$ cat src/rtl/tl2axil_bridge_if.sv
// Bus bundle between the TileLink-UL initiator, the tl2axil_bridge and the AXI4-Lite peripheral.
// The master modport is the bridge's view: TL responder on one side, AXI master on the other.
interface tl2axil_bridge_if #(
  parameter int unsigned ADDR_WIDTH   = 28,
  parameter int unsigned DATA_WIDTH   = 64,
  parameter int unsigned SOURCE_WIDTH = 9
);
  localparam int unsigned StrbWidth = DATA_WIDTH / 8;

  logic                    tl_a_ready;
  logic                    tl_a_valid;
  logic [2:0]              tl_a_opcode;
  logic [2:0]              tl_a_param;
  logic [1:0]              tl_a_size;
  logic [SOURCE_WIDTH-1:0] tl_a_source;
  logic [ADDR_WIDTH-1:0]   tl_a_address;
  logic [StrbWidth-1:0]    tl_a_mask;
  logic [DATA_WIDTH-1:0]   tl_a_data;
  logic                    tl_a_corrupt;

  logic                    tl_d_ready;
  logic                    tl_d_valid;
  logic [2:0]              tl_d_opcode;
  logic [1:0]              tl_d_size;
  logic [SOURCE_WIDTH-1:0] tl_d_source;
  logic                    tl_d_denied;
  logic [DATA_WIDTH-1:0]   tl_d_data;

  logic [ADDR_WIDTH-1:0]   M_AXI_AWADDR;
  logic [2:0]              M_AXI_AWPROT;
  logic                    M_AXI_AWVALID;
  logic                    M_AXI_AWREADY;
  logic [DATA_WIDTH-1:0]   M_AXI_WDATA;
  logic [StrbWidth-1:0]    M_AXI_WSTRB;
  logic                    M_AXI_WVALID;
  logic                    M_AXI_WREADY;
  logic [1:0]              M_AXI_BRESP;
  logic                    M_AXI_BVALID;
  logic                    M_AXI_BREADY;
  logic [ADDR_WIDTH-1:0]   M_AXI_ARADDR;
  logic [2:0]              M_AXI_ARPROT;
  logic                    M_AXI_ARVALID;
  logic                    M_AXI_ARREADY;
  logic [DATA_WIDTH-1:0]   M_AXI_RDATA;
  logic [1:0]              M_AXI_RRESP;
  logic                    M_AXI_RVALID;
  logic                    M_AXI_RREADY;

  modport master (
    output tl_a_ready,
    input  tl_a_valid, tl_a_opcode, tl_a_param, tl_a_size, tl_a_source, tl_a_address,
    input  tl_a_mask, tl_a_data, tl_a_corrupt,
    input  tl_d_ready,
    output tl_d_valid, tl_d_opcode, tl_d_size, tl_d_source, tl_d_denied, tl_d_data,
    output M_AXI_AWADDR, M_AXI_AWPROT, M_AXI_AWVALID,
    input  M_AXI_AWREADY,
    output M_AXI_WDATA, M_AXI_WSTRB, M_AXI_WVALID,
    input  M_AXI_WREADY,
    input  M_AXI_BRESP, M_AXI_BVALID,
    output M_AXI_BREADY,
    output M_AXI_ARADDR, M_AXI_ARPROT, M_AXI_ARVALID,
    input  M_AXI_ARREADY,
    input  M_AXI_RDATA, M_AXI_RRESP, M_AXI_RVALID,
    output M_AXI_RREADY
  );

  modport slave (
    input  tl_a_ready,
    output tl_a_valid, tl_a_opcode, tl_a_param, tl_a_size, tl_a_source, tl_a_address,
    output tl_a_mask, tl_a_data, tl_a_corrupt,
    output tl_d_ready,
    input  tl_d_valid, tl_d_opcode, tl_d_size, tl_d_source, tl_d_denied, tl_d_data,
    input  M_AXI_AWADDR, M_AXI_AWPROT, M_AXI_AWVALID,
    output M_AXI_AWREADY,
    input  M_AXI_WDATA, M_AXI_WSTRB, M_AXI_WVALID,
    output M_AXI_WREADY,
    output M_AXI_BRESP, M_AXI_BVALID,
    input  M_AXI_BREADY,
    input  M_AXI_ARADDR, M_AXI_ARPROT, M_AXI_ARVALID,
    output M_AXI_ARREADY,
    output M_AXI_RDATA, M_AXI_RRESP, M_AXI_RVALID,
    input  M_AXI_RREADY
  );
endinterface

$ cat src/rtl/tl2axil_bridge.sv
// TileLink-UL responder to AXI4-Lite master bridge, one transaction in flight, registered outputs.
// Optional response timeout with post-timeout drain: define TL2AXIL_TIMEOUT_EN.
module tl2axil_bridge #(
  parameter int unsigned ADDR_WIDTH     = 28,
  parameter int unsigned DATA_WIDTH     = 64,
  parameter int unsigned SOURCE_WIDTH   = 9,
  parameter int unsigned TIMEOUT_CYCLES = 1024
) (
  input  logic             M_AXI_ACLK,
  input  logic             M_AXI_ARESETN,
  tl2axil_bridge_if.master bus
);
  localparam int unsigned StrbWidth = DATA_WIDTH / 8;

  localparam logic [2:0] StIdle  = 3'd0;
  localparam logic [2:0] StWr    = 3'd1;
  localparam logic [2:0] StBWait = 3'd2;
  localparam logic [2:0] StRd    = 3'd3;
  localparam logic [2:0] StRWait = 3'd4;
  localparam logic [2:0] StResp  = 3'd5;

  localparam logic [2:0] OpPutFull       = 3'd0;
  localparam logic [2:0] OpPutPartial    = 3'd1;
  localparam logic [2:0] OpGet           = 3'd4;
  localparam logic [2:0] OpAccessAck     = 3'd0;
  localparam logic [2:0] OpAccessAckData = 3'd1;

  logic [2:0]              state_q, state_d;
  logic                    a_ready_q, a_ready_d;
  logic                    awvalid_q, awvalid_d, wvalid_q, wvalid_d, arvalid_q, arvalid_d;
  logic                    bready_q, bready_d, rready_q, rready_d;
  logic [ADDR_WIDTH-1:0]   awaddr_q, awaddr_d, araddr_q, araddr_d;
  logic [DATA_WIDTH-1:0]   wdata_q, wdata_d;
  logic [StrbWidth-1:0]    wstrb_q, wstrb_d;
  logic                    d_valid_q, d_valid_d, d_denied_q, d_denied_d;
  logic [2:0]              d_opcode_q, d_opcode_d;
  logic [1:0]              d_size_q, d_size_d;
  logic [SOURCE_WIDTH-1:0] d_source_q, d_source_d;
  logic [DATA_WIDTH-1:0]   d_data_q, d_data_d;

  logic a_hs, aw_hs, w_hs, ar_hs, b_hs, r_hs, d_hs;
  assign a_hs  = bus.tl_a_valid & a_ready_q;
  assign aw_hs = awvalid_q & bus.M_AXI_AWREADY;
  assign w_hs  = wvalid_q & bus.M_AXI_WREADY;
  assign ar_hs = arvalid_q & bus.M_AXI_ARREADY;
  assign b_hs  = bready_q & bus.M_AXI_BVALID;
  assign r_hs  = rready_q & bus.M_AXI_RVALID;
  assign d_hs  = d_valid_q & bus.tl_d_ready;

`ifdef TL2AXIL_TIMEOUT_EN
  localparam logic [2:0]  StDrain     = 3'd6;
  localparam logic [15:0] TimeoutLast = 16'(TIMEOUT_CYCLES - 1);

  logic        to_q, to_d, b_pend_q, b_pend_d, r_pend_q, r_pend_d;
  logic [15:0] cnt_q, cnt_d;
  logic        busy;
  assign busy = (state_q == StWr) || (state_q == StRd) || (state_q == StBWait) ||
                (state_q == StRWait);
`else
  logic unused_timeout;
  assign unused_timeout = ^16'(TIMEOUT_CYCLES);
`endif

  logic unused_sigs;
  assign unused_sigs = ^{bus.tl_a_param, bus.M_AXI_BRESP[0], bus.M_AXI_RRESP[0]};

  always_comb begin
    state_d    = state_q;
    awvalid_d  = awvalid_q;
    wvalid_d   = wvalid_q;
    arvalid_d  = arvalid_q;
    awaddr_d   = awaddr_q;
    araddr_d   = araddr_q;
    wdata_d    = wdata_q;
    wstrb_d    = wstrb_q;
    d_denied_d = d_denied_q;
    d_opcode_d = d_opcode_q;
    d_size_d   = d_size_q;
    d_source_d = d_source_q;
    d_data_d   = d_data_q;
`ifdef TL2AXIL_TIMEOUT_EN
    to_d       = to_q;
    b_pend_d   = b_pend_q & ~b_hs;
    r_pend_d   = r_pend_q & ~r_hs;
    cnt_d      = cnt_q;
`endif
    // AXI valids fall only on their own handshake, whatever the FSM is doing.
    if (aw_hs) awvalid_d = 1'b0;
    if (w_hs)  wvalid_d  = 1'b0;
    if (ar_hs) arvalid_d = 1'b0;

    case (state_q)
      StIdle: begin
        if (a_hs) begin
          d_size_d   = bus.tl_a_size;
          d_source_d = bus.tl_a_source;
          d_data_d   = '0;
          case (bus.tl_a_opcode)
            OpPutFull, OpPutPartial: begin
              if (bus.tl_a_corrupt) begin
                state_d    = StResp;
                d_opcode_d = OpAccessAck;
                d_denied_d = 1'b1;
              end else begin
                state_d   = StWr;
                awvalid_d = 1'b1;
                wvalid_d  = 1'b1;
                awaddr_d  = bus.tl_a_address;
                wdata_d   = bus.tl_a_data;
                wstrb_d   = bus.tl_a_mask;
`ifdef TL2AXIL_TIMEOUT_EN
                b_pend_d  = 1'b1;
`endif
              end
            end
            OpGet: begin
              state_d   = StRd;
              arvalid_d = 1'b1;
              araddr_d  = bus.tl_a_address;
`ifdef TL2AXIL_TIMEOUT_EN
              r_pend_d  = 1'b1;
`endif
            end
            default: begin
              state_d    = StResp;
              d_opcode_d = OpAccessAckData;
              d_denied_d = 1'b1;
            end
          endcase
        end
      end
      StWr:    if (!awvalid_d && !wvalid_d) state_d = StBWait;
      StRd:    if (ar_hs) state_d = StRWait;
      StBWait: begin
        if (b_hs) begin
          state_d    = StResp;
          d_opcode_d = OpAccessAck;
          d_data_d   = '0;
          d_denied_d = bus.M_AXI_BRESP[1];
        end
      end
      StRWait: begin
        if (r_hs) begin
          state_d    = StResp;
          d_opcode_d = OpAccessAckData;
          d_data_d   = bus.M_AXI_RDATA;
          d_denied_d = bus.M_AXI_RRESP[1];
        end
      end
      StResp: begin
        if (d_hs) begin
`ifdef TL2AXIL_TIMEOUT_EN
          state_d = to_q ? StDrain : StIdle;
`else
          state_d = StIdle;
`endif
        end
      end
`ifdef TL2AXIL_TIMEOUT_EN
      StDrain: begin
        if (!awvalid_d && !wvalid_d && !arvalid_d && !b_pend_d && !r_pend_d) begin
          state_d = StIdle;
          to_d    = 1'b0;
        end
      end
`endif
      default: state_d = StIdle;
    endcase

`ifdef TL2AXIL_TIMEOUT_EN
    // Real progress in the same cycle wins over the timeout.
    if (busy && (state_d == state_q) && (cnt_q == TimeoutLast)) begin
      state_d    = StResp;
      d_opcode_d = ((state_q == StRd) || (state_q == StRWait)) ? OpAccessAckData : OpAccessAck;
      d_data_d   = '0;
      d_denied_d = 1'b1;
      to_d       = 1'b1;
    end
    if (state_d != state_q) cnt_d = '0;
    else if (busy)          cnt_d = cnt_q + 16'd1;
`endif

    a_ready_d = (state_d == StIdle);
    d_valid_d = (state_d == StResp);
    bready_d  = (state_d == StBWait);
    rready_d  = (state_d == StRWait);
`ifdef TL2AXIL_TIMEOUT_EN
    if (state_d == StDrain) begin
      bready_d = b_pend_d;
      rready_d = r_pend_d;
    end
`endif
  end

  always_ff @(posedge M_AXI_ACLK or negedge M_AXI_ARESETN) begin
    if (!M_AXI_ARESETN) begin
      state_q    <= StIdle;
      a_ready_q  <= 1'b0;
      awvalid_q  <= 1'b0;
      wvalid_q   <= 1'b0;
      arvalid_q  <= 1'b0;
      bready_q   <= 1'b0;
      rready_q   <= 1'b0;
      awaddr_q   <= '0;
      araddr_q   <= '0;
      wdata_q    <= '0;
      wstrb_q    <= '0;
      d_valid_q  <= 1'b0;
      d_denied_q <= 1'b0;
      d_opcode_q <= '0;
      d_size_q   <= '0;
      d_source_q <= '0;
      d_data_q   <= '0;
`ifdef TL2AXIL_TIMEOUT_EN
      to_q       <= 1'b0;
      b_pend_q   <= 1'b0;
      r_pend_q   <= 1'b0;
      cnt_q      <= '0;
`endif
    end else begin
      state_q    <= state_d;
      a_ready_q  <= a_ready_d;
      awvalid_q  <= awvalid_d;
      wvalid_q   <= wvalid_d;
      arvalid_q  <= arvalid_d;
      bready_q   <= bready_d;
      rready_q   <= rready_d;
      awaddr_q   <= awaddr_d;
      araddr_q   <= araddr_d;
      wdata_q    <= wdata_d;
      wstrb_q    <= wstrb_d;
      d_valid_q  <= d_valid_d;
      d_denied_q <= d_denied_d;
      d_opcode_q <= d_opcode_d;
      d_size_q   <= d_size_d;
      d_source_q <= d_source_d;
      d_data_q   <= d_data_d;
`ifdef TL2AXIL_TIMEOUT_EN
      to_q       <= to_d;
      b_pend_q   <= b_pend_d;
      r_pend_q   <= r_pend_d;
      cnt_q      <= cnt_d;
`endif
    end
  end

  assign bus.tl_a_ready    = a_ready_q;
  assign bus.tl_d_valid    = d_valid_q;
  assign bus.tl_d_opcode   = d_opcode_q;
  assign bus.tl_d_size     = d_size_q;
  assign bus.tl_d_source   = d_source_q;
  assign bus.tl_d_denied   = d_denied_q;
  assign bus.tl_d_data     = d_data_q;
  assign bus.M_AXI_AWADDR  = awaddr_q;
  assign bus.M_AXI_AWPROT  = 3'b000;
  assign bus.M_AXI_AWVALID = awvalid_q;
  assign bus.M_AXI_WDATA   = wdata_q;
  assign bus.M_AXI_WSTRB   = wstrb_q;
  assign bus.M_AXI_WVALID  = wvalid_q;
  assign bus.M_AXI_BREADY  = bready_q;
  assign bus.M_AXI_ARADDR  = araddr_q;
  assign bus.M_AXI_ARPROT  = 3'b000;
  assign bus.M_AXI_ARVALID = arvalid_q;
  assign bus.M_AXI_RREADY  = rready_q;
endmodule
$ cat src/flat_wrapper.sv
// flat-port wrapper written by rule: the top's interface ports become plain ports
module tl2axil_bridge_flat 
#(
  parameter int unsigned ADDR_WIDTH     = 28,
  parameter int unsigned DATA_WIDTH     = 64,
  parameter int unsigned SOURCE_WIDTH   = 9,
  parameter int unsigned TIMEOUT_CYCLES = 1024
)
  (M_AXI_ACLK, M_AXI_ARESETN, bus_tl_a_ready, bus_tl_a_valid, bus_tl_a_opcode, bus_tl_a_param, bus_tl_a_size, bus_tl_a_source, bus_tl_a_address, bus_tl_a_mask, bus_tl_a_data, bus_tl_a_corrupt, bus_tl_d_ready, bus_tl_d_valid, bus_tl_d_opcode, bus_tl_d_size, bus_tl_d_source, bus_tl_d_denied, bus_tl_d_data, bus_M_AXI_AWADDR, bus_M_AXI_AWPROT, bus_M_AXI_AWVALID, bus_M_AXI_AWREADY, bus_M_AXI_WDATA, bus_M_AXI_WSTRB, bus_M_AXI_WVALID, bus_M_AXI_WREADY, bus_M_AXI_BRESP, bus_M_AXI_BVALID, bus_M_AXI_BREADY, bus_M_AXI_ARADDR, bus_M_AXI_ARPROT, bus_M_AXI_ARVALID, bus_M_AXI_ARREADY, bus_M_AXI_RDATA, bus_M_AXI_RRESP, bus_M_AXI_RVALID, bus_M_AXI_RREADY);
  tl2axil_bridge_if #(.ADDR_WIDTH(ADDR_WIDTH), .DATA_WIDTH(DATA_WIDTH), .SOURCE_WIDTH(SOURCE_WIDTH)) bus_i ();
  input  logic M_AXI_ACLK;
  input  logic M_AXI_ARESETN;
  output wire logic [$bits(bus_i.tl_a_ready)-1:0] bus_tl_a_ready;
  input wire logic [$bits(bus_i.tl_a_valid)-1:0] bus_tl_a_valid;
  input wire logic [$bits(bus_i.tl_a_opcode)-1:0] bus_tl_a_opcode;
  input wire logic [$bits(bus_i.tl_a_param)-1:0] bus_tl_a_param;
  input wire logic [$bits(bus_i.tl_a_size)-1:0] bus_tl_a_size;
  input wire logic [$bits(bus_i.tl_a_source)-1:0] bus_tl_a_source;
  input wire logic [$bits(bus_i.tl_a_address)-1:0] bus_tl_a_address;
  input wire logic [$bits(bus_i.tl_a_mask)-1:0] bus_tl_a_mask;
  input wire logic [$bits(bus_i.tl_a_data)-1:0] bus_tl_a_data;
  input wire logic [$bits(bus_i.tl_a_corrupt)-1:0] bus_tl_a_corrupt;
  input wire logic [$bits(bus_i.tl_d_ready)-1:0] bus_tl_d_ready;
  output wire logic [$bits(bus_i.tl_d_valid)-1:0] bus_tl_d_valid;
  output wire logic [$bits(bus_i.tl_d_opcode)-1:0] bus_tl_d_opcode;
  output wire logic [$bits(bus_i.tl_d_size)-1:0] bus_tl_d_size;
  output wire logic [$bits(bus_i.tl_d_source)-1:0] bus_tl_d_source;
  output wire logic [$bits(bus_i.tl_d_denied)-1:0] bus_tl_d_denied;
  output wire logic [$bits(bus_i.tl_d_data)-1:0] bus_tl_d_data;
  output wire logic [$bits(bus_i.M_AXI_AWADDR)-1:0] bus_M_AXI_AWADDR;
  output wire logic [$bits(bus_i.M_AXI_AWPROT)-1:0] bus_M_AXI_AWPROT;
  output wire logic [$bits(bus_i.M_AXI_AWVALID)-1:0] bus_M_AXI_AWVALID;
  input wire logic [$bits(bus_i.M_AXI_AWREADY)-1:0] bus_M_AXI_AWREADY;
  output wire logic [$bits(bus_i.M_AXI_WDATA)-1:0] bus_M_AXI_WDATA;
  output wire logic [$bits(bus_i.M_AXI_WSTRB)-1:0] bus_M_AXI_WSTRB;
  output wire logic [$bits(bus_i.M_AXI_WVALID)-1:0] bus_M_AXI_WVALID;
  input wire logic [$bits(bus_i.M_AXI_WREADY)-1:0] bus_M_AXI_WREADY;
  input wire logic [$bits(bus_i.M_AXI_BRESP)-1:0] bus_M_AXI_BRESP;
  input wire logic [$bits(bus_i.M_AXI_BVALID)-1:0] bus_M_AXI_BVALID;
  output wire logic [$bits(bus_i.M_AXI_BREADY)-1:0] bus_M_AXI_BREADY;
  output wire logic [$bits(bus_i.M_AXI_ARADDR)-1:0] bus_M_AXI_ARADDR;
  output wire logic [$bits(bus_i.M_AXI_ARPROT)-1:0] bus_M_AXI_ARPROT;
  output wire logic [$bits(bus_i.M_AXI_ARVALID)-1:0] bus_M_AXI_ARVALID;
  input wire logic [$bits(bus_i.M_AXI_ARREADY)-1:0] bus_M_AXI_ARREADY;
  input wire logic [$bits(bus_i.M_AXI_RDATA)-1:0] bus_M_AXI_RDATA;
  input wire logic [$bits(bus_i.M_AXI_RRESP)-1:0] bus_M_AXI_RRESP;
  input wire logic [$bits(bus_i.M_AXI_RVALID)-1:0] bus_M_AXI_RVALID;
  output wire logic [$bits(bus_i.M_AXI_RREADY)-1:0] bus_M_AXI_RREADY;
  assign bus_tl_a_ready = bus_i.tl_a_ready;
  assign bus_i.tl_a_valid = bus_tl_a_valid;
  assign bus_i.tl_a_opcode = bus_tl_a_opcode;
  assign bus_i.tl_a_param = bus_tl_a_param;
  assign bus_i.tl_a_size = bus_tl_a_size;
  assign bus_i.tl_a_source = bus_tl_a_source;
  assign bus_i.tl_a_address = bus_tl_a_address;
  assign bus_i.tl_a_mask = bus_tl_a_mask;
  assign bus_i.tl_a_data = bus_tl_a_data;
  assign bus_i.tl_a_corrupt = bus_tl_a_corrupt;
  assign bus_i.tl_d_ready = bus_tl_d_ready;
  assign bus_tl_d_valid = bus_i.tl_d_valid;
  assign bus_tl_d_opcode = bus_i.tl_d_opcode;
  assign bus_tl_d_size = bus_i.tl_d_size;
  assign bus_tl_d_source = bus_i.tl_d_source;
  assign bus_tl_d_denied = bus_i.tl_d_denied;
  assign bus_tl_d_data = bus_i.tl_d_data;
  assign bus_M_AXI_AWADDR = bus_i.M_AXI_AWADDR;
  assign bus_M_AXI_AWPROT = bus_i.M_AXI_AWPROT;
  assign bus_M_AXI_AWVALID = bus_i.M_AXI_AWVALID;
  assign bus_i.M_AXI_AWREADY = bus_M_AXI_AWREADY;
  assign bus_M_AXI_WDATA = bus_i.M_AXI_WDATA;
  assign bus_M_AXI_WSTRB = bus_i.M_AXI_WSTRB;
  assign bus_M_AXI_WVALID = bus_i.M_AXI_WVALID;
  assign bus_i.M_AXI_WREADY = bus_M_AXI_WREADY;
  assign bus_i.M_AXI_BRESP = bus_M_AXI_BRESP;
  assign bus_i.M_AXI_BVALID = bus_M_AXI_BVALID;
  assign bus_M_AXI_BREADY = bus_i.M_AXI_BREADY;
  assign bus_M_AXI_ARADDR = bus_i.M_AXI_ARADDR;
  assign bus_M_AXI_ARPROT = bus_i.M_AXI_ARPROT;
  assign bus_M_AXI_ARVALID = bus_i.M_AXI_ARVALID;
  assign bus_i.M_AXI_ARREADY = bus_M_AXI_ARREADY;
  assign bus_i.M_AXI_RDATA = bus_M_AXI_RDATA;
  assign bus_i.M_AXI_RRESP = bus_M_AXI_RRESP;
  assign bus_i.M_AXI_RVALID = bus_M_AXI_RVALID;
  assign bus_M_AXI_RREADY = bus_i.M_AXI_RREADY;
  tl2axil_bridge #(.ADDR_WIDTH(ADDR_WIDTH), .DATA_WIDTH(DATA_WIDTH), .SOURCE_WIDTH(SOURCE_WIDTH), .TIMEOUT_CYCLES(TIMEOUT_CYCLES)) u_core (.M_AXI_ACLK(M_AXI_ACLK), .M_AXI_ARESETN(M_AXI_ARESETN), .bus(bus_i));
endmodule
$ cat config.mk
export PLATFORM = sky130hd
export DESIGN_NAME = tl2axil_bridge_flat
export DESIGN_NICKNAME = d
export VERILOG_FILES = /design/src/rtl/tl2axil_bridge_if.sv /design/src/rtl/tl2axil_bridge.sv /design/src/flat_wrapper.sv
export SDC_FILE = /design/constraint.sdc
export NUM_CORES = 1
export LEC_CHECK = 0
export CAP_MARGIN = 20
export CORE_MARGIN = 5
export CORE_UTILIZATION = 37
export CTS_BUF_LIST = sky130_fd_sc_hd__clkbuf_8 sky130_fd_sc_hd__clkbuf_16
export DETAILED_ROUTE_END_ITERATION = 10
export GPL_TIMING_DRIVEN = 0
export PLACE_DENSITY = 0.76
export SLEW_MARGIN = 20
export SYNTH_ARGS = -nofsm -noshare
export SYNTH_HDL_FRONTEND = slang
export SYNTH_SLANG_ARGS = --single-unit
$ cat constraint.sdc
create_clock -name M_AXI_ACLK -period 1.9 [get_ports M_AXI_ACLK]
set_input_delay 0.57 -clock M_AXI_ACLK [delete_from_list [all_inputs] [get_ports M_AXI_ACLK]]
set_output_delay 0.57 -clock M_AXI_ACLK [all_outputs]
set_load 0.005 [all_outputs]
======== Yosys cells after proc, flatten, opt, wreduce, memory -nomap -nowiden ========
Cells that the tools add are included.
storage, ports and cells
  flip-flop bits (word level) ............. 217
  input port bits ......................... 195
  output and inout bits ................... 220
  word-level logic and storage cells ...... 92
cells by class
  equality and inequality tests ........... 15
  muxes and demuxes ....................... 39
  bitwise logic cells ..................... 8
  reductions and logical operators ........ 13
operators by type and width
  operator              number
  $mux W64              3
  $pmux W64 S3          1
  $mux W3               11
  $mux W1               18
  $pmux W3 S6           1
  $eq A3 B3 Y1 const B  5
  $pmux W3 S2           2
  $eq A3 B2 Y1 const B  3
  $logic_not A3 Y1      3
  $pmux W3 S3           1
  $reduce_and A4 Y1     2
  $and A1 B1 Y1         7
  $eq A3 B1 Y1 const B  2
  $ne A2 B1 Y1 const B  3
  $reduce_and A6 Y1     1
  $ne A3 B3 Y1 const B  1
  $pmux W1 S3           1
  $reduce_and A3 Y1     1
  $reduce_bool A3 Y1    1
  $logic_not A1 Y1      2
  $ne A2 B2 Y1 const B  1
  $pmux W1 S2           1
  $reduce_and A2 Y1     1
  $reduce_or A2 Y1      1
  other kinds (2)       2

======== Logic depth before layout (Yosys ltp) ========
Gate-level depths: netlist of run 1.
  depth after elaboration ................. 7
  mapped depth ............................ 8
  gate-level depth less buffers ........... 4

======== Worst setup path before layout of run 1 ========
No wires, ideal clock.
  kind .................................... register -> register
  from .................................... register u_core.state_q[1]
  to ...................................... register u_core.wdata_q[23] (netlist: u_core.bus.M_AXI_WDATA[23])
  arrival ................................. 1.701 ns
  required time ........................... 1.772 ns
  path slack .............................. 0.072 ns
  stages on the path, launching flop included .. 7
  cells stage by stage .................... dfrtp_1 buf_2 nor4bb_1 and3_1 buf_4 buf_4 mux2_1
on the way
  word-level cells in the longest chain between the ends .. 2
RTL lines
  item                         line                   source
  start, declared              tl2axil_bridge.sv:28   logic [2:0] state_q, state_d;
  start signal, assigned       tl2axil_bridge.sv:197  state_q <= StIdle;
  start signal, assigned       tl2axil_bridge.sv:221  state_q <= state_d;
  $logic_not A3 Y1             tl2axil_bridge.sv:92   case (state_q)
  $reduce_and A4 Y1 (no line)  --
  end signal, assigned         tl2axil_bridge.sv:230  wdata_q <= wdata_d;
  end, declared                tl2axil_bridge.sv:33   logic [DATA_WIDTH-1:0] wdata_q, wdata_d;
Every way passes these cells.
A chain may end at the register's enable or synchronous reset.

======== Worst setup path in the final report of run 1 ========
  from .................................... input bus_tl_a_valid
  to ...................................... register u_core.wdata_q[46] (netlist: u_core.bus.M_AXI_WDATA[46])
on the way
  word-level cells in the longest chain between the ends .. 2
RTL lines
  item                         line                  source
  start, declared              flat_wrapper.sv:14    input wire logic [$bits(bus_i.tl_a_valid)-1:0] bus_tl_a_valid;
  $and A1 B1 Y1                tl2axil_bridge.sv:42  assign a_hs = bus.tl_a_valid & a_ready_q;
  $reduce_and A4 Y1 (no line)  --
Every way passes these cells.

==> impl_metrics.env, run 1 <==
export IMPL_status="finished, violations left"
export IMPL_violations="setup timing"
export IMPL_final_cells=1421
export IMPL_p_comb_frac=0.358
export IMPL_setup_slack_ps=-125.6
export IMPL_port_buffers=401
export IMPL_regArea_sq_um=5380
export IMPL_leakage_nw=7.228
export IMPL_fillers=1725
export IMPL_drt_vias_per_instance=4.806
export IMPL_yosys_area_top_type_share=0.6377
export IMPL_end_kind="flip-flop"
export IMPL_io_pins=415
export IMPL_clockBufferDepth=3
export IMPL_ys_ff_latch=215
export IMPL_drt_total_wl_um=28830
export IMPL_die_h_um=161.0
export IMPL_drt_iter0_drc=336
export IMPL_power_density_nw_per_um2=1274
export IMPL_multi_input_area_sq_um=3214
export IMPL_synth_area_top_cells="dfrtp_1 (64%), mux2_1 (14%), nand2_1 (6.1%), mux2_2 (4.7%), o21ai_1 (3.0%)"
export IMPL_wl_met3_um=2242
export IMPL_track_usage=0.2123
export IMPL_hold_path_class="reg -> reg"
export IMPL_die_w_um=161.0
export IMPL_place_area_sq_um=12890
export IMPL_cts_made_buffers=24
export IMPL_finalHoldViolations=0
export IMPL_ys_seq_area_frac=0.6377
export IMPL_core_area_sq_um=22570
export IMPL_min_period_ps=2026
export IMPL_dieArea_sq_um=25920
export IMPL_path_clk_slew_ps=60
export IMPL_place_gp_congestion=0.8296
export IMPL_grt_pass1_wl_um=44120
export IMPL_ys_warnings_count=0
export IMPL_overflow=0
export IMPL_met2_length_um=14520
export IMPL_critPathLaunchType="input port"
export IMPL_dp_cells=1345
export IMPL_rsz0062_at_grt="true"
export IMPL_vias=6830
export IMPL_drive_above_1_share=0.2298
export IMPL_slew_limit_headroom=0.6536
export IMPL_place_ws_ps=-699.5
export IMPL_clock_fmax_ghz=0.4937
export IMPL_clk_latency_ps=510
export IMPL_start_util=0.3738
export IMPL_clkPwrFrac=0.267
export IMPL_setup_tns_ps=-3307
export IMPL_syn_area_per_cell_sq_um=12.98
export IMPL_path_class="in -> reg"
export IMPL_drv_slew=0
export IMPL_required_ps=2290
export IMPL_drc=0
export IMPL_final_antenna_net_count=0
export IMPL_power_mw=18.62
export IMPL_met1Wirelength_um=11080
export IMPL_area_growth_pct=73.14
export IMPL_period_share=1.066
export IMPL_top_layer="met4"
export IMPL_grt_pass1_vias=7461
export IMPL_drtPass1Iterations=4
export IMPL_netSwitchingFraction=0.2897
export IMPL_p_seq_frac=0.374
export IMPL_grt_max_degree=95
export IMPL_final_util=0.6472
export IMPL_fin_nets=1314
export IMPL_p_sw_mw=5.393
export IMPL_tightest_slew_ps=519.6
export IMPL_fin_skew_ps=12.81
export IMPL_wl_per_cell_um=20.29
export IMPL_dp_hpwl_um=20320
export IMPL_num_rows=55
export IMPL_antenna_cells=0
export IMPL_cts_tree="built"
export IMPL_power_internal_mw=13.22
export IMPL_hold_slack_ps=475.5
export IMPL_htree_num_levels=1
export IMPL_synth_cell_types=40
export IMPL_cts_root_buffer="clkbuf_16"
export IMPL_clock_sinks=215
export IMPL_stdcell_area_sq_um=14610
export IMPL_netlist_instances=650
export IMPL_cp_arrival_ps=2410
export IMPL_synth_area_sq_um=8437
export IMPL_finalSetupViolCount=95
export IMPL_worstPathMaxFanout=5
export IMPL_ir_drop_mv=0.9142
export IMPL_antenna_found_initial=0
export IMPL_max_cap_viol_count=0
export IMPL_yosys_area_top_type="dfrtp_1"
==> flip-flops by register name (all words and copies together) (netlist names), 2 cells and up <==
| signal | cells |
|---|---|
| u_core.bus.M_AXI_WDATA | 64 |
| u_core.state_q | 3 |
| u_core.bus.tl_d_source | 9 |
| u_core.bus.M_AXI_WSTRB | 8 |
| u_core.bus.tl_d_data | 64 |
| u_core.bus.M_AXI_ARADDR | 28 |
| u_core.bus.M_AXI_AWADDR | 28 |
| u_core.bus.tl_d_size | 2 |
==> power groups by stage <==
stage / Combinational [mW] / Sequential [mW] / Clock, mW
floorplan: 2.06 / 7.05 / 0
global placement: 6.49 / 6.96 / 0
detailed placement: 6.61 / 7.02 / 0
CTS: 6.42 / 6.93 / 5.11
global route: 7.19 / 7.17 / 5.30
finish: 6.67 / 6.97 / 4.98
==> cells in the mapped netlist (all sizes together) <==
cell type,n
nor2b,2
or4b,1
nand2b,2
mux2i,1
dfrtp,215
clkbuf,13
nor3,3
buf,35
and3,2
a21o,2
a21oi,1
nand4bb,1
inv,3
nor4bb,1
a2bb2oi,1
a211o,1
a22o,1
a31o,1
nand4b,3
and3b,2
o21ai,67
conb,1
mux2,141
nand2,136
o21a,1
a311oi,1
and4,1
a2111oi,1
nor2,4
nor3b,3
a211oi,1
nor4,1
or4,1
==> final timing paths <==
kind / startpoint / to / slack [ps] / cells after the start
max: bus_tl_a_valid / u_core.bus.M_AXI_WDATA[46]$_DFFE_PN0P_ / -130 / 8
min: u_core.bus.tl_d_data[49]$_DFFE_PN0P_ / u_core.bus.tl_d_data[49]$_DFFE_PN0P_ / 480 / 2
max reg2reg: u_core.state_q[1]$_DFF_PN0_ / u_core.bus.M_AXI_WDATA[46]$_DFFE_PN0P_ / -120 / 8
min reg2reg: u_core.bus.tl_d_data[49]$_DFFE_PN0P_ / u_core.bus.tl_d_data[49]$_DFFE_PN0P_ / 480 / 2
max in group asynchronous: M_AXI_ARESETN / u_core.bus.M_AXI_WDATA[61]$_DFFE_PN0P_ / 470 / 3
min in group asynchronous: M_AXI_ARESETN / u_core.bus.M_AXI_ARADDR[15]$_DFFE_PN0P_ / 590 / 2
==> repair_timing <==
action / in CTS / in global routing
pin swaps: 2 / 6
gates cloned: 7 / 4
endpoints found under the hold margin: 44 / 0
setup buffers: 23 / 5
gates resized for setup: 344 / 52
endpoints found under the setup margin: 390 / 206
hold buffers: 1 / 0
==> layout by cell type, fill, tap and decap left out, drive strengths merged, types with 2 or more instances in the layout <==
cell,synthesis,final
bufinv,0,5
inv,3,9
nand2b,2,2
dlygate4sd2,0,212
a21o,2,2
mux2,141,141
conb,1,8
nor2,4,4
nor2b,2,2
nand2,136,136
clkdlybuf4s50,0,188
clkbuf,13,44
dfrtp,215,215
clkinv,0,4
and3b,2,2
buf,35,66
o21ai,67,67
nor3,3,3
nor3b,3,3
nand4b,3,3
and3,2,2
==> layer usage <==
| layer | global-route usage | vias up |
|---|---|---|
| met2 | 0.3682 | 266 |
| met3 | 0.06277 | 54 |
| met1 | 0.2544 | 3369 |
| li1 | - | 3141 |
| met4 | 0.06979 | 0 |
| met5 | 0 | - |
==> cell families (layout without fill, tap and decap cells) <==
group           after synthesis  after routing  synth area share
buf+inv                      51            530           0.03811
compound gates               78             78           0.05013
mux                         142            142            0.1894
simple gates                163            163           0.08424
flops                       215            215            0.6377
other cells                   1              8         0.0004445
==> layout make-up <==
class / instances / area share
Buffer: 45 / 0.02861
Clock buffer: 27 / 0.04471
Clock inverter: 16 / 0.01370
Inverter: 3 / 0.0007709
Multi-Input combinational cell: 391 / 0.2200
Sequential cell: 215 / 0.3683
Tap cell: 285 / 0.02441
Timing Repair Buffer: 439 / 0.2994
==> critical path, cell delays in order <==
cell,delay (ps)
clkdlybuf4s50_1,560
nor4bb_4,250
and3_4,270
buf_12,130
buf_12,120
buf_12,100
buf_12,110
mux2_4,300
(Power assumes the default switching activity.)
==> inputs of run 2 (changes only) <==
Settings changed: CTS_CLUSTER_SIZE set to 8.
==> run 2 against run 1 <==
  * The run still ends with setup timing left
  * Worst setup slack better by 52 ps
  * Clock skew down 4.5 ps
  * Cell count down 0.91%
  * Critical path depth down 1
  * Sequential share of layout area up 0.33 points
  * Flip-flop and latch count unchanged
  * Largest power group unchanged
==> impl_metrics.env, run 2 (synthesis gave the netlist of run 1 again) <==
export IMPL_dp_hpwl_um=20320
export IMPL_cts_root_buffer="clkbuf_16"
export IMPL_cts_tree="built"
export IMPL_cts_made_buffers=30
export IMPL_final_cells=1408
export IMPL_rsz0062_at_grt="true"
export IMPL_layout_common_cells="dfrtp_1 (214), dlygate4sd2_1 (212), clkdlybuf4s50_1 (188)"
export IMPL_setup_tns_ps=-4337
export IMPL_htree_num_levels=1
export IMPL_start_util=0.3738
export IMPL_core_area_sq_um=22570
export IMPL_port_buffers=401
export IMPL_crit_path_frequent_cell="buf_6"
export IMPL_min_period_ps=1974
export IMPL_slowest_delay_ps=440
export IMPL_setup_slack_ps=-73.86
export IMPL_clock_sinks=215
export IMPL_cp_cell_sequence="buf_6 > nor4bb_4 > and3_4 > buf_6 > buf_12 > clkbuf_16 > mux2_4"
export IMPL_end_kind="flip-flop"
export IMPL_finalHoldViolations=0
export IMPL_finalSetupViolCount=90
export IMPL_period_share=1.039
export IMPL_cp_slowest_cell="dfrtp_2"
export IMPL_cpLargestDelayFamily="buffers and inverters"
export IMPL_drv_slew=0
export IMPL_place_gp_congestion=0.8296
export IMPL_grt_pass1_vias=7524
export IMPL_overflow=0
export IMPL_drive_above_1_share=0.2237
export IMPL_track_usage=0.2134
export IMPL_fin_nets=1317
export IMPL_leakage_nw=7.154
export IMPL_drc=0
export IMPL_die_w_um=161.0
export IMPL_required_ps=2300
export IMPL_mostFrequentLayoutCell="dfrtp_1"
export IMPL_power_density_nw_per_um2=1257
export IMPL_path_clk_slew_ps=50
export IMPL_io_pins=415
export IMPL_fillers=1752
export IMPL_cp_arrival_ps=2380
export IMPL_dieArea_sq_um=25920
export IMPL_critPathLaunchType="flip-flop"
export IMPL_area_growth_pct=71.64
export IMPL_vias=6820
export IMPL_worstPathMaxFanout=5
export IMPL_grt_pass1_wl_um=44220
export IMPL_multi_input_area_sq_um=3182
export IMPL_clk_latency_ps=520
export IMPL_violations="setup timing"
export IMPL_status="finished, violations left"
export IMPL_drt_total_wl_um=28990
export IMPL_drt_iter0_drc=293
export IMPL_dp_cells=1345
export IMPL_clock_fmax_ghz=0.5066
export IMPL_max_cap_viol_count=0
export IMPL_num_rows=55
export IMPL_clockBufferDepth=3
export IMPL_path_buf_inv=4
export IMPL_ir_drop_mv=0.9197
export IMPL_grt_max_degree=95
export IMPL_hold_path_class="reg -> reg"
export IMPL_path_class="reg -> reg"
export IMPL_wl_per_cell_um=20.59
export IMPL_antenna_found_initial=1
export IMPL_drtPass1Iterations=4
export IMPL_regArea_sq_um=5381
export IMPL_final_antenna_net_count=0
export IMPL_drt_vias_per_instance=4.844
export IMPL_fin_skew_ps=8.352
export IMPL_die_h_um=161.0
==> run 2: repair_timing <==
| item | 4_1_cts | 5_1_grt |
|---|---|---|
| setup buffers | 18 | 5 |
| endpoints found under the setup margin | 390 | 185 |
| hold endpoints to repair | 44 | 0 |
| pin swaps | 2 | 4 |
| hold buffers | 1 | 0 |
| resized for setup | 360 | 27 |
| cloned | 8 | 4 |
==> run 2: worst reg2reg max path, stage by stage, from the launching register on <==
cell and delay [ps]:
dfrtp_2 440, buf_6 140, nor4bb_4 290, and3_4 260, buf_6 130, buf_12 140, clkbuf_16 170, mux2_4 300
==> run 2: routing by layer <==
metal / track usage / wire (um)
met1: 0.2550 / 11160
met4: 0.07173 / 976
met2: 0.3713 / 14710
met3: 0.06201 / 2150
met5: 0 / 0
==> run 2: final cells by class <==
type / instances / share of cell area
Antenna cell: 1 / 0.0001728
Buffer: 46 / 0.03067
Clock buffer: 31 / 0.05357
Clock inverter: 1 / 0.0002592
Inverter: 3 / 0.0007776
Multi-Input combinational cell: 391 / 0.2197
Sequential cell: 215 / 0.3716
Tap cell: 285 / 0.02462
Timing Repair Buffer: 435 / 0.2986
==> run 2: final timing paths <==
| path | to | cells after the start | slack (ps) | startpoint |
|---|---|---|---|---|
| setup / recovery | u_core.bus.M_AXI_WDATA[43]$_DFFE_PN0P_ | 7 | -70 | u_core.state_q[2]$_DFF_PN0_ |
| min in group asynchronous | u_core.bus.M_AXI_WSTRB[1]$_DFFE_PN0P_ | 2 | 550 | M_AXI_ARESETN |
| setup reg to reg | u_core.bus.M_AXI_WDATA[43]$_DFFE_PN0P_ | 7 | -70 | u_core.state_q[2]$_DFF_PN0_ |
| hold reg to reg | u_core.bus.tl_d_data[49]$_DFFE_PN0P_ | 2 | 470 | u_core.bus.tl_d_data[49]$_DFFE_PN0P_ |
| max in group asynchronous | u_core.bus.M_AXI_WDATA[61]$_DFFE_PN0P_ | 3 | 570 | M_AXI_ARESETN |
| hold / removal | u_core.bus.tl_d_data[49]$_DFFE_PN0P_ | 2 | 470 | u_core.bus.tl_d_data[49]$_DFFE_PN0P_ |
==> run 2: through the flow <==
| step | hold WS [ps] | worst slack, ps | utilization | power [mW] | area, sq um |
|---|---|---|---|---|---|
| 3_3_place_gp | 464.1 | -9072 | 0.5686 | 13.45 | 12830 |
| 6_report | 474.5 | -73.86 | 0.6416 | 18.21 | 14480 |
| 4_1_cts | 480.2 | -154.2 | 0.6371 | 18.21 | 14380 |
| 3_5_place_dp | 473.7 | -699.5 | 0.5712 | 13.63 | 12890 |
| 5_1_grt | 493.6 | -132.8 | 0.6416 | 19.23 | 14480 |
| 2_1_floorplan | 274.4 | 71.56 | - | 9.112 | 8463 |
==> run 2: where the power goes <==
group | switching [mW] | internal (mW)
combinational | 2.68 | 3.89
sequential | 0.861 | 6.14
clock | 1.81 | 2.82
==> inputs of run 3 (changes only) <==
Settings changed: CAP_MARGIN 20 to not set, GPL_TIMING_DRIVEN 0 to 1.
==> run 3 against run 2 <==
  * The flow now finishes without violations
  * Die area stayed put
  * Global-route usage down 1.7 points
  * Maximum frequency up 7.0%
  * Sequential share of layout area is 2.4 points higher
  * Combinational power shrank 14%
  * Largest power group unchanged
  * Highest routed layer unchanged
==> impl_metrics.env, run 3 (synthesis gave the netlist of run 1 again) <==
export IMPL_leakage_nw=6.802
export IMPL_layout_common_cells="dfrtp_1 (214), dlygate4sd2_1 (211), clkdlybuf4s50_1 (188)"
export IMPL_finalSetupViolCount=0
export IMPL_grt_pass1_wl_um=40640
export IMPL_fin_skew_ps=9.677
export IMPL_place_ws_ps=-593.4
export IMPL_drtPass1Iterations=4
export IMPL_drt_total_wl_um=26400
export IMPL_final_antenna_net_count=0
export IMPL_io_pins=415
export IMPL_drt_vias_per_instance=4.778
export IMPL_drc=0
export IMPL_die_w_um=161.0
export IMPL_ir_drop_mv=0.7316
export IMPL_min_period_ps=1845
export IMPL_cp_cell_sequence="clkdlybuf4s50_1 > nor4bb_4 > and3_4 > buf_12 > buf_16 > mux2_2"
export IMPL_path_clk_slew_ps=50
export IMPL_power_density_nw_per_um2=1258
export IMPL_vias=6550
export IMPL_setup_slack_ps=55.19
export IMPL_end_kind="flip-flop"
export IMPL_finalHoldViolations=0
export IMPL_cts_root_buffer="clkbuf_16"
export IMPL_clock_fmax_ghz=0.5421
export IMPL_drive_above_1_share=0.1123
export IMPL_antenna_found_initial=0
export IMPL_slowest_delay_ps=490
export IMPL_mostFrequentLayoutCell="dfrtp_1"
export IMPL_start_util=0.3738
export IMPL_drt_iter0_drc=305
export IMPL_rsz0062_at_grt="true"
export IMPL_clock_sinks=215
export IMPL_period_share=0.9710
export IMPL_final_cells=1371
export IMPL_htree_num_levels=1
export IMPL_dp_cells=1332
export IMPL_worstPathMaxFanout=23
export IMPL_status="complete, no violations"
export IMPL_cts_made_buffers=30
export IMPL_antenna_cells=0
export IMPL_num_rows=55
export IMPL_stdcell_area_sq_um=13610
export IMPL_port_buffers=401
export IMPL_place_area_sq_um=12960
export IMPL_overflow=0
export IMPL_grt_max_degree=70
export IMPL_track_usage=0.1961
export IMPL_cp_slowest_cell="clkdlybuf4s50_1"
export IMPL_critPathLaunchType="input port"
export IMPL_wl_per_cell_um=19.26
export IMPL_fin_nets=1281
export IMPL_clockBufferDepth=3
export IMPL_path_class="in -> reg"
export IMPL_drv_slew=0
export IMPL_hold_slack_ps=471.8
export IMPL_die_h_um=161.0
export IMPL_clk_latency_ps=530
export IMPL_cp_arrival_ps=2250
export IMPL_cts_tree="built"
export IMPL_path_buf_inv=3
export IMPL_required_ps=2310
export IMPL_max_cap_viol_count=0
export IMPL_core_area_sq_um=22570
export IMPL_cpLargestDelayFamily="buffers and inverters"
export IMPL_place_gp_congestion=0.8327
export IMPL_dieArea_sq_um=25920
export IMPL_dp_hpwl_um=19470
export IMPL_area_growth_pct=61.26
export IMPL_hold_path_class="reg -> reg"
export IMPL_final_util=0.6028
export IMPL_grt_pass1_vias=7069
## run 3: cell count changes in the layout (fill, tap and decap cells not counted), sizes merged
| cell | before | now |
|---|---|---|
| buf | 64 | 41 |
| clkbuf | 47 | 34 |
| clkinv | 0 | 1 |
| diode | 1 | 0 |
| dlygate4sd2 | 212 | 211 |
## run 3: timing repair
action,in CTS,in global routing
setup buffers,4,0
pin swaps,2,0
hold endpoints to repair,26,0
gates resized for setup,214,8
gates cloned,0,2
hold buffers,1,0
endpoints found under the setup margin,297,101
## run 3: final timing paths
kind / start / to / slack, ps / depth (start not counted)
worst max-delay path: bus_tl_a_valid / u_core.bus.M_AXI_WDATA[29]$_DFFE_PN0P_ / 60 / 6
worst min-delay path: u_core.bus.tl_d_data[2]$_DFFE_PN0P_ / u_core.bus.tl_d_data[2]$_DFFE_PN0P_ / 470 / 2
worst max register to register: u_core.state_q[2]$_DFF_PN0_ / u_core.bus.M_AXI_WDATA[29]$_DFFE_PN0P_ / 60 / 5
worst min register to register: u_core.bus.tl_d_data[2]$_DFFE_PN0P_ / u_core.bus.tl_d_data[2]$_DFFE_PN0P_ / 470 / 2
max in group asynchronous: M_AXI_ARESETN / u_core.bus.tl_d_data[25]$_DFFE_PN0P_ / 710 / 3
min in group asynchronous: M_AXI_ARESETN / u_core.bus.M_AXI_ARADDR[0]$_DFFE_PN0P_ / 520 / 2
## run 3: report_power, final
| part | switching (mW) | total, mW | internal [mW] |
|---|---|---|---|
| combinational | 2.48 | 5.63 | 3.15 |
| clock | 1.81 | 4.55 | 2.74 |
| sequential | 0.788 | 6.93 | 6.14 |
| total | 5.08 | 17.1 | 12.0 |
## run 3: area by class of cell
type	instances	area, sq um
clock buffers	30	750.7
clock inverters	2	20.02
fillers	1883	8966
inverters	3	11.26
multi-input cells	391	2804
flip-flops and latches	215	5381
well taps	285	356.6
repair buffers	445	4282
## run 3: tightest hold or removal path, cell delays in order (launching register included)
cell	delay, ps
dfrtp_1	330
nand2_1	40
o21ai_0	60
## run 3: metrics by stage
stage	total power, mW	TNS, ps
after floorplan	9.112	0
after global placement	13.49	-82460
after detailed placement	13.66	-87860
after CTS	17.27	0
after global routing	18.21	-20.26
final	17.11	0
## run 3: routing by layer
| layer | part of all wire | up-vias | global-route usage | wire, um |
|---|---|---|---|---|
| met5 | 0 | - | 0 | 0 |
| met4 | 0.032 | 0 | 0.06979 | 854 |
| met3 | 0.078 | 58 | 0.05792 | 2067 |
| met2 | 0.49 | 256 | 0.3360 | 13040 |
| met1 | 0.40 | 3177 | 0.2365 | 10440 |
| li1 | - | 3059 | - | - |
